==> src/rtl/ni_axis_param_if.sv <==
// One valid/ready stream link; the master drives data/valid, the slave drives ready.
interface ni_axis_param_if #(
    parameter int unsigned DATA_W = 16
);
    logic [DATA_W-1:0] data;
    logic              valid;
    logic              ready;

    modport master (output data, output valid, input ready);
    modport slave  (input data, input valid, output ready);
endinterface

==> src/rtl/ni_axis_param.sv <==
// GPU<->router network interface: TX maps GPU IDs to routing headers, RX filters on the
// own address and restores the GPU ID. Each direction is a FIFO plus an output register.

// One buffered direction: keep-qualified FIFO, output register and a saturating drop counter.
module ni_axis_param_chan #(
    parameter int unsigned DATA_W = 16,
    parameter int unsigned DEPTH  = 8,
    parameter int unsigned CNT_W  = 8
) (
    input  logic                     clk,
    input  logic                     reset,
    input  logic [DATA_W-1:0]        in_data,
    input  logic                     in_valid,
    input  logic                     in_keep,
    output logic                     in_ready,
    output logic [DATA_W-1:0]        out_data,
    output logic                     out_valid,
    input  logic                     out_ready,
    output logic [CNT_W-1:0]         drop_cnt,
    output logic [$clog2(DEPTH):0]   level
);
    localparam int unsigned PTR_W = $clog2(DEPTH);

    logic [DATA_W-1:0] mem [DEPTH];
    logic [PTR_W-1:0]  wptr;
    logic [PTR_W-1:0]  rptr;
    logic [PTR_W:0]    count;
    logic              full;
    logic              push;
    logic              drop;
    logic              pop;

    // Ready comes only from registered occupancy, so it never depends on in_valid.
    assign full     = (count == (PTR_W + 1)'(DEPTH));
    assign in_ready = !full;
    assign push     = in_valid && !full && in_keep;
    assign drop     = in_valid && !full && !in_keep;
    assign pop      = (count != '0) && (!out_valid || out_ready);
    assign level    = count + {{PTR_W{1'b0}}, out_valid};

    // Storage is not reset; only pointers and count define what is valid.
    always_ff @(posedge clk) begin
        if (push) begin
            mem[wptr] <= in_data;
        end
    end

    always_ff @(posedge clk or posedge reset) begin
        if (reset) begin
            wptr      <= '0;
            rptr      <= '0;
            count     <= '0;
            out_data  <= '0;
            out_valid <= 1'b0;
            drop_cnt  <= '0;
        end else begin
            if (push) begin
                wptr <= wptr + PTR_W'(1);
            end
            if (pop) begin
                rptr <= rptr + PTR_W'(1);
            end
            case ({push, pop})
                2'b10:   count <= count + (PTR_W + 1)'(1);
                2'b01:   count <= count - (PTR_W + 1)'(1);
                default: count <= count;
            endcase
            // Output register refills from the head whenever it is free or being drained.
            if (pop) begin
                out_data  <= mem[rptr];
                out_valid <= 1'b1;
            end else if (out_ready) begin
                out_valid <= 1'b0;
            end
            if (drop && (drop_cnt != {CNT_W{1'b1}})) begin
                drop_cnt <= drop_cnt + CNT_W'(1);
            end
        end
    end
endmodule

module ni_axis_param #(
    parameter int unsigned GPU_ID      = 20,
    parameter int unsigned DATA_W      = 16,
    parameter int unsigned ID_W        = 6,
    parameter int unsigned FIFO_DEPTH  = 8,
    parameter int unsigned ADDR_OFFSET = 3,
    parameter int unsigned MAX_GPU     = 32,
    parameter int unsigned CNT_W       = 8
) (
    input  logic                          clk,
    input  logic                          reset,
    ni_axis_param_if.slave                gpu_in,
    ni_axis_param_if.master               router_out,
    ni_axis_param_if.slave                router_in,
    ni_axis_param_if.master               gpu_out,
    output logic [CNT_W-1:0]              tx_drop_cnt,
    output logic [CNT_W-1:0]              rx_drop_cnt,
    output logic [$clog2(FIFO_DEPTH):0]   tx_level,
    output logic [$clog2(FIFO_DEPTH):0]   rx_level
);
    localparam int unsigned    PAY_W    = DATA_W - ID_W;
    localparam logic [ID_W-1:0] OWN_ADDR = ID_W'(GPU_ID + ADDR_OFFSET);
    localparam logic [ID_W-1:0] OWN_ID   = ID_W'(GPU_ID);

    logic [ID_W-1:0]   tx_id;
    logic              tx_keep;
    logic [DATA_W-1:0] tx_data;
    logic              rx_keep;
    logic [DATA_W-1:0] rx_data;

    // Header rewrite happens before buffering, so the FIFOs hold router/GPU-ready flits.
    assign tx_id   = gpu_in.data[DATA_W-1 -: ID_W];
    assign tx_keep = (tx_id != '0) && (32'(tx_id) <= MAX_GPU);
    assign tx_data = {tx_id + ID_W'(ADDR_OFFSET), gpu_in.data[PAY_W-1:0]};
    assign rx_keep = (router_in.data[DATA_W-1 -: ID_W] == OWN_ADDR);
    assign rx_data = {OWN_ID, router_in.data[PAY_W-1:0]};

    ni_axis_param_chan #(.DATA_W(DATA_W), .DEPTH(FIFO_DEPTH), .CNT_W(CNT_W)) u_tx (
        .clk       (clk),
        .reset     (reset),
        .in_data   (tx_data),
        .in_valid  (gpu_in.valid),
        .in_keep   (tx_keep),
        .in_ready  (gpu_in.ready),
        .out_data  (router_out.data),
        .out_valid (router_out.valid),
        .out_ready (router_out.ready),
        .drop_cnt  (tx_drop_cnt),
        .level     (tx_level)
    );

    ni_axis_param_chan #(.DATA_W(DATA_W), .DEPTH(FIFO_DEPTH), .CNT_W(CNT_W)) u_rx (
        .clk       (clk),
        .reset     (reset),
        .in_data   (rx_data),
        .in_valid  (router_in.valid),
        .in_keep   (rx_keep),
        .in_ready  (router_in.ready),
        .out_data  (gpu_out.data),
        .out_valid (gpu_out.valid),
        .out_ready (gpu_out.ready),
        .drop_cnt  (rx_drop_cnt),
        .level     (rx_level)
    );
endmodule

==> src/flat_wrapper.sv <==
// flat-port wrapper written by rule: the top's interface ports become plain ports
module ni_axis_param_flat 
#(
    parameter int unsigned GPU_ID      = 20,
    parameter int unsigned DATA_W      = 16,
    parameter int unsigned ID_W        = 6,
    parameter int unsigned FIFO_DEPTH  = 8,
    parameter int unsigned ADDR_OFFSET = 3,
    parameter int unsigned MAX_GPU     = 32,
    parameter int unsigned CNT_W       = 8
)
  (clk, reset, tx_drop_cnt, rx_drop_cnt, tx_level, rx_level, gpu_in_data, gpu_in_valid, gpu_in_ready, router_out_data, router_out_valid, router_out_ready, router_in_data, router_in_valid, router_in_ready, gpu_out_data, gpu_out_valid, gpu_out_ready);
  ni_axis_param_if #(.DATA_W(DATA_W)) gpu_in_i ();
  ni_axis_param_if #(.DATA_W(DATA_W)) router_out_i ();
  ni_axis_param_if #(.DATA_W(DATA_W)) router_in_i ();
  ni_axis_param_if #(.DATA_W(DATA_W)) gpu_out_i ();
  input  logic clk;
  input  logic reset;
  output logic [CNT_W-1:0] tx_drop_cnt;
  output logic [CNT_W-1:0] rx_drop_cnt;
  output logic [$clog2(FIFO_DEPTH):0] tx_level;
  output logic [$clog2(FIFO_DEPTH):0] rx_level;
  input wire logic [$bits(gpu_in_i.data)-1:0] gpu_in_data;
  input wire logic [$bits(gpu_in_i.valid)-1:0] gpu_in_valid;
  output wire logic [$bits(gpu_in_i.ready)-1:0] gpu_in_ready;
  output wire logic [$bits(router_out_i.data)-1:0] router_out_data;
  output wire logic [$bits(router_out_i.valid)-1:0] router_out_valid;
  input wire logic [$bits(router_out_i.ready)-1:0] router_out_ready;
  input wire logic [$bits(router_in_i.data)-1:0] router_in_data;
  input wire logic [$bits(router_in_i.valid)-1:0] router_in_valid;
  output wire logic [$bits(router_in_i.ready)-1:0] router_in_ready;
  output wire logic [$bits(gpu_out_i.data)-1:0] gpu_out_data;
  output wire logic [$bits(gpu_out_i.valid)-1:0] gpu_out_valid;
  input wire logic [$bits(gpu_out_i.ready)-1:0] gpu_out_ready;
  assign gpu_in_i.data = gpu_in_data;
  assign gpu_in_i.valid = gpu_in_valid;
  assign gpu_in_ready = gpu_in_i.ready;
  assign router_out_data = router_out_i.data;
  assign router_out_valid = router_out_i.valid;
  assign router_out_i.ready = router_out_ready;
  assign router_in_i.data = router_in_data;
  assign router_in_i.valid = router_in_valid;
  assign router_in_ready = router_in_i.ready;
  assign gpu_out_data = gpu_out_i.data;
  assign gpu_out_valid = gpu_out_i.valid;
  assign gpu_out_i.ready = gpu_out_ready;
  ni_axis_param #(.GPU_ID(GPU_ID), .DATA_W(DATA_W), .ID_W(ID_W), .FIFO_DEPTH(FIFO_DEPTH), .ADDR_OFFSET(ADDR_OFFSET), .MAX_GPU(MAX_GPU), .CNT_W(CNT_W)) u_core (.clk(clk), .reset(reset), .gpu_in(gpu_in_i), .router_out(router_out_i), .router_in(router_in_i), .gpu_out(gpu_out_i), .tx_drop_cnt(tx_drop_cnt), .rx_drop_cnt(rx_drop_cnt), .tx_level(tx_level), .rx_level(rx_level));
endmodule
==> config.mk <==
export PLATFORM = sky130hd
export DESIGN_NAME = ni_axis_param_flat
export DESIGN_NICKNAME = d
export VERILOG_FILES = /design/src/rtl/ni_axis_param_if.sv /design/src/rtl/ni_axis_param.sv /design/src/flat_wrapper.sv
export SDC_FILE = /design/constraint.sdc
export NUM_CORES = 1
export LEC_CHECK = 0
export ABC_AREA = 1
export BUFFER_PORTS_ARGS = -buffer_cell sky130_fd_sc_hd__buf_2
export CORE_MARGIN = 2
export CORE_UTILIZATION = 61
export DETAILED_ROUTE_END_ITERATION = 16
export GPL_TIMING_DRIVEN = 0
export PLACE_DENSITY = 0.92
export SYNTH_ARGS = -nofsm -noshare
export SYNTH_HDL_FRONTEND = slang
export SYNTH_HIERARCHICAL = 1
export SYNTH_SLANG_ARGS = --single-unit
export TNS_END_PERCENT = 100
==> constraint.sdc <==
create_clock -name clk -period 2.4 [get_ports clk]
set_clock_uncertainty 0.15 [all_clocks]
set_input_delay 0.36 -clock clk [delete_from_list [all_inputs] [get_ports clk]]
set_output_delay 0.36 -clock clk [all_outputs]
set_load 0.02 [all_outputs]
# Yosys cells after proc, flatten, opt, wreduce, memory -nomap -nowiden
# Memories as Yosys holds them, arrays and structs flattened. A register that Yosys moved wholly into a read port is not among the register bits.
# Cells that the tools add are included.
# word_totals
ram_bits,208
memories,2
output_inout_bits,60
inputBits,38
ff_bits,54
# memory_table
name,words,width,read_ports,rd_ports_with_merged_regs,wr,line_no,source
u_core.u_tx.mem,8,16,1,1,1,ni_axis_param.sv:24,logic [DATA_W-1:0] mem [DEPTH];
u_core.u_rx.mem,8,10,1,1,1,ni_axis_param.sv:24,
# op_classes
mux,10
eq_ne,9
addsub,13
n_reduce_logical,26
magnitude_cmp,1
# op_table
cell,count
$add 8x1->8 const B,2
$ne 8x8->1 const B,2
$pmux 4 s2,2
$add 3x1->3 const B,4
$logic_and 1x1->1,11
$add 4x1->4,2
$add 4x1->4 const B,2
$eq 4x4->1 const B,2
$mux 1,8
$reduce_bool 2->1,4
$reduce_bool 4->1,2
$sub 4x1->4 const B,2
$add 6x2->6 const B,1
$eq 6x5->1 const B,1
$le 6x6->1 const B,1
$logic_not 1->1,6
$reduce_bool 6->1,1
$eq 2x1->1 const B,2
$eq 2x2->1 const B,2
$logic_or 1x1->1,2

# Logic depth before layout (Yosys ltp)
# logic_depth
word_depth,6
depth_mapped,18

# Cells and area by module
# The synthesis kept the hierarchy.
# modules_own_cells
mod,cells_each,instances,area_per_inst_um2
ni_axis_param_chan,594,2,6811.5
ni_axis_param,34,1,157.7

# Least setup slack after synthesis
# No wires, ideal clock.
# synth_timing
path_type,input-to-reg
from,in gpu_in_data[10]
to,"mem u_core.u_tx.mem[0][0], enable pin"
setup_slack_ns,-0.291
path_buffers,0
setup_time_ns,0.388
cell_stages,11
t_required_ns,1.862
arrival_time_ns,2.152
path_cell_list,inv_1 > ha_1 > inv_1 > nor2_1 > nand2_1 > nand2_1 > nand2_1 > inv_1 > nand3_4 > or2_4 > nor2_1
# synth_via
elab_chain_cells,5
elab_cells_between_ends,6
# synth_lines
item,line_no,source
start: declaration,flat_wrapper.sv:23,input wire logic [$bits(gpu_in_i.data)-1:0] gpu_in_data;
$le 6x6->1 or $reduce_bool 6->1 (tied branches),ni_axis_param.sv:114,assign tx_keep = (tx_id != '0) && (32'(tx_id) <= MAX_GPU);
$logic_and 1x1->1 *,ni_axis_param.sv:114,
named net u_core.tx_keep,ni_axis_param.sv:107,logic tx_keep;
$logic_and 1x1->1 *,ni_axis_param.sv:36,assign push = in_valid && !full && in_keep;
$mux 1 *,ni_axis_param.sv:43,if (push) begin
$mux 1 (not written as such) *,ni_axis_param.sv:44,mem[wptr] <= in_data;
end: declaration,ni_axis_param.sv:24,
# Mark *: on every way through the listed nets, which the timed path passes. The rest lies on a longest branch.

# Worst setup path after layout
# layout_timing
from,reg u_core.u_tx.count[1]
to,reg u_core.u_tx.count[2]
# layout_via
elab_chain_cells,6
elab_cells_between_ends,12
# layout_lines
item,line_no,source
start: declaration,ni_axis_param.sv:27,logic [PTR_W:0] count;
start signal: assignment,ni_axis_param.sv:64,2'b10: count <= count + (PTR_W + 1)'(1);
start signal: assignment,ni_axis_param.sv:65,2'b01: count <= count - (PTR_W + 1)'(1);
start signal: assignment,ni_axis_param.sv:66,default: count <= count;
$eq 4x4->1,ni_axis_param.sv:34,assign full = (count == (PTR_W + 1)'(DEPTH));
$logic_not 1->1,ni_axis_param.sv:36,
$logic_and 1x1->1 (2 in a row),ni_axis_param.sv:36,
$eq 2x1->1 or $eq 2x2->1 (tied branches),ni_axis_param.sv:63,"case ({push, pop})"
$pmux 4 s2 or $reduce_bool 2->1 (tied branches),--,
# Parallel ways exist; a longest one is shown, timed or not.
# A chain may end at the register's enable or synchronous reset.

==> results.py <==
metrics = {
    "sta": {
        "hold_ws_ps": 52.1,
        "fmax_mhz": 418,
        "tns_ps": 0,
        "worst_pin_slew_ps": 892,
        "setup_violations": 0,
        "report.final.slew_viol_count": 0,
        "period_share_pct": 99.7,
        "relSlewSlack_pct": 40.5,
        "final_hold_viol_count": 0,
        "period_needed_ps": 2390,
    },
    "worst_setup_path": {
        "crit_path_top_delay_cell": "dfrtp_2",
        "crit_buf_inv": 2,
        "cp.arrival_ps": 2700,
        "start_kind": "register",
        "rr_worst_depth": 12,
        "reg2reg_from": "u_core/u_tx/count[1]",
        "cp.required_ps": 2700,
        "r2r_end": "u_core/u_tx/count[2]",
        "cp_max_fo": 12,
        "path_depth": 12,
        "cp_cell_sequence": "nor2_4 -> nand3_2 -> nand2_4 -> inv_4 -> ha_2 -> nand2_1 -> inv_1 -> nor2_1 -> ha_1 -> a21oi_1 -> xor2_1 -> o21ai_0",
        "crit_path_end_kind": "register",
        "critPathTopFamily": "simple AND/OR/NAND/NOR gates",
        "r2r_slack_ps": 7,
        "cpPeakStageDelay_ps": 470,
        "crit_type": "reg -> reg",
    },
    "detailed_routing": {
        "drt_pass1_iterations": 5,
        "wire_per_inst_um": 20.7,
        "vias": 10400,
        "drc": 0,
        "vias_per_cell": 6.00,
        "antenna_left": 0,
        "drt-total-wl_um": 35900,
        "drtIter0Drc": 1408,
    },
    "place": {
        "dpl.hpwl_um": 21200,
        "gp_congestion": 0.855,
        "io_buffers": 97,
    },
    "cells_and_area": {
        "layout.nets": 1484,
        "n_antenna_cell": 0,
        "syn2layout_area_growth_pct": 18.5,
        "final_common_cell": "nor2_1",
        "drive_gt1_share_pct": 18.7,
        "final_util_pct": 74.1,
        "n_fill_cell": 1229,
        "layout_common_cells": "269 x nor2_1, 256 x edfxtp_1, 148 x nand2_1",
    },
    "synthesis": {
        "yosysWarningCount": 6,
        "yosysTopAreaCell": "edfxtp_1",
        "ys_ff_latch": 326,
        "synth_area_um2": 13800,
        "synth.top_cell.area_share_pct": 55.8,
        "syn_avg_cell_area_um2": 11.3,
        "syn_inst": 1222,
        "synthTopCellsByArea": "edfxtp_1 56%, dfrtp_1 13%, nor2_1 7.8%, o21ai_0 5.0%, nand2_1 4.0%",
        "ys_types": 31,
        "synth-seq-area-share_pct": 68.5,
    },
    "cts": {
        "root_buffer": "clkbuf_16",
        "clock_latency_ps": 560,
        "cts.clk_slew.worst_paths_ps": 70,
        "clock_path_buffers": 3,
        "cts_tree": "done",
        "cts_buffers": 31,
        "clkSinkCount": 326,
        "htreeDepth": 1,
    },
    "die": {
        "chipWidth_um": 154,
        "die_h_um": 154,
        "die_area_um2": 23800,
        "row_count": 54,
        "ios": 98,
        "start_util_pct": 62.6,
        "core_area_um2": 22000,
    },
    "power": {
        "max-vdd-ir-drop_uv": 854,
        "p_leak_nw": 6.42,
        "p_per_area_nw_per_um2": 1260,
        "fin_total_pwr_mw": 20.5,
    },
    "hold_path": {
        "hold_class": "in -> reg",
        "min-delay-start": "gpu_in_valid",
        "hold_depth": 3,
        "hold_path_end": "u_core/u_tx/wptr[2]",
    },
    "flow_run": {
        "cap_violations": 0,
    },
    "global_route": {
        "grt_max_degree": 36,
        "antenna_found_initial": 0,
        "grt_pass1_wl_um": 54800,
        "grt_overflow": 0,
        "grt_pass1_vias": 10400,
        "grt_usage_pct": 29.8,
    },
    "outcome": {
        "status": "finished, final reports clean",
    },
}
stage by stage:
| stage | std cells | setup slack (ps) | cell area, µm² |
|---|---|---|---|
| floorplan | 1268 | -214 | 14000 |
| detailed placement | 1648 | -781 | 14900 |
| global route | 1734 | -167 | 16300 |
| finish | 1734 | 7.41 | 16300 |
| CTS | 1728 | -185 | 16200 |
| global placement | 1645 | -1050 | 14800 |
repair_timing:
| action | CTS | global route |
|---|---|---|
| cloned | 0 | 0 |
| hold buffers | 22 | 0 |
| pin swaps | 1 | 4 |
| endpoints found under the hold margin | 231 | 0 |
| buffers inserted | 2 | 6 |
| gates resized for setup | 14 | 11 |
| endpoints found under the setup margin | 158 | 100 |
worst register-to-register path, cell delays in order, from the launching register on:
cell and delay [ps]:
dfrtp_2 470, nor2_4 170, nand3_2 130, nand2_4 150, inv_4 110, ha_2 220, nand2_1 100, inv_1 60
nor2_1 130, ha_1 170, a21oi_1 60, xor2_1 170, o21ai_0 220
how the worst max path moves through the flow:
| stage | start | endpoint | slack [ps] |
|---|---|---|---|
| floorplan | gpu_in_data[10] | u_core/u_tx/mem[1][0] | -210 |
| finish | u_core/u_tx/count[1] | u_core/u_tx/count[2] | 7 |
| global route | gpu_in_data[10] | u_core/u_tx/count[2] | -170 |
| global placement | gpu_in_data[10] | u_core/u_tx/mem[5][1] | -1050 |
| CTS | gpu_in_data[10] | u_core/u_tx/mem[3][15] | -180 |
| detailed placement | gpu_in_data[10] | u_core/u_tx/mem[3][6] | -780 |
registers in the layout, summed over array words and instances (netlist names):
name                   cells
u_core/u_rx/mem          128
u_core/u_tx/mem          128
u_core/u_rx/out_data      16
u_core/u_tx/out_data      16
u_core/u_rx/drop_cnt       8
u_core/u_tx/drop_cnt       8
u_core/u_rx/count          4
u_core/u_tx/count          4
u_core/u_rx/rptr           3
u_core/u_rx/wptr           3
u_core/u_tx/rptr           3
u_core/u_tx/wptr           3
u_core/u_rx/out_valid      1
u_core/u_tx/out_valid      1
final cells by class:
cell class | instances | area [µm²] | area share, %
Sequential cell | 326 | 9450 | 57.8
Multi-Input combinational cell | 838 | 4150 | 25.4
Clock buffer | 47 | 897 | 5.49
Timing Repair Buffer | 130 | 828 | 5.07
Tap cell | 280 | 350 | 2.15
Buffer | 54 | 298 | 1.82
Inverter | 48 | 189 | 1.16
Clock inverter | 11 | 168 | 1.03
metal layers:
layer | up-vias | GRT usage (%) | part of all wire [%]
met5 | - | 0 | 0
met4 | 0 | 13.7 | 4.5
met3 | 157 | 5.77 | 11
met2 | 730 | 51.6 | 50
met1 | 4993 | 36.5 | 35
li1 | 4532 | - | -
report_power, final:
group / total [mW] / leakage [nW] / switching [mW] / internal (mW)
registers: 7.44 / 3.15 / 0.567 / 6.87
clock network: 5.10 / 0.514 / 2.09 / 3.01
logic: 7.99 / 2.75 / 5.49 / 2.50
total: 20.5 / 6.42 / 8.14 / 12.4
synth_stat cells:
| cell type | number |
|---|---|
| o21ai_2 | 6 |
| nand3_4 | 6 |
| xnor2_1 | 9 |
| a21oi_1 | 2 |
| nand3_1 | 108 |
| or2_2 | 1 |
| nor3_1 | 2 |
| nand2_1 | 148 |
| nand4_1 | 3 |
| o21ai_1 | 12 |
| clkbuf_1 | 20 |
| buf_1 | 2 |
| nor2_2 | 2 |
| buf_4 | 12 |
| conb_1 | 2 |
| or2_4 | 2 |
| xor2_1 | 19 |
| inv_1 | 36 |
| dfrtp_1 | 70 |
| nand3_2 | 4 |
| o21ai_0 | 137 |
| buf_2 | 18 |
| ha_1 | 17 |
| buf_6 | 4 |
| nand2_4 | 2 |
| edfxtp_1 | 256 |
| nor2_4 | 6 |
| nor2_1 | 287 |
| clkinv_1 | 2 |
| nand2_2 | 17 |
| inv_2 | 10 |
logic make-up (layout without fill, tap and decap cells):
logic type | count (synthesis) | after routing | synth area share, %
DFF | 326 | 326 | 68.5
other | 2 | 48 | 0.0545
and+or+nand+nor | 588 | 588 | 18.7
buffers and inverters | 104 | 290 | 3.54
xor gates and xnor gates | 28 | 28 | 1.78
AOI/OAI and AO/OA | 157 | 157 | 5.87
adders and majority gates | 17 | 17 | 1.54
(Power assumes the default switching activity.)
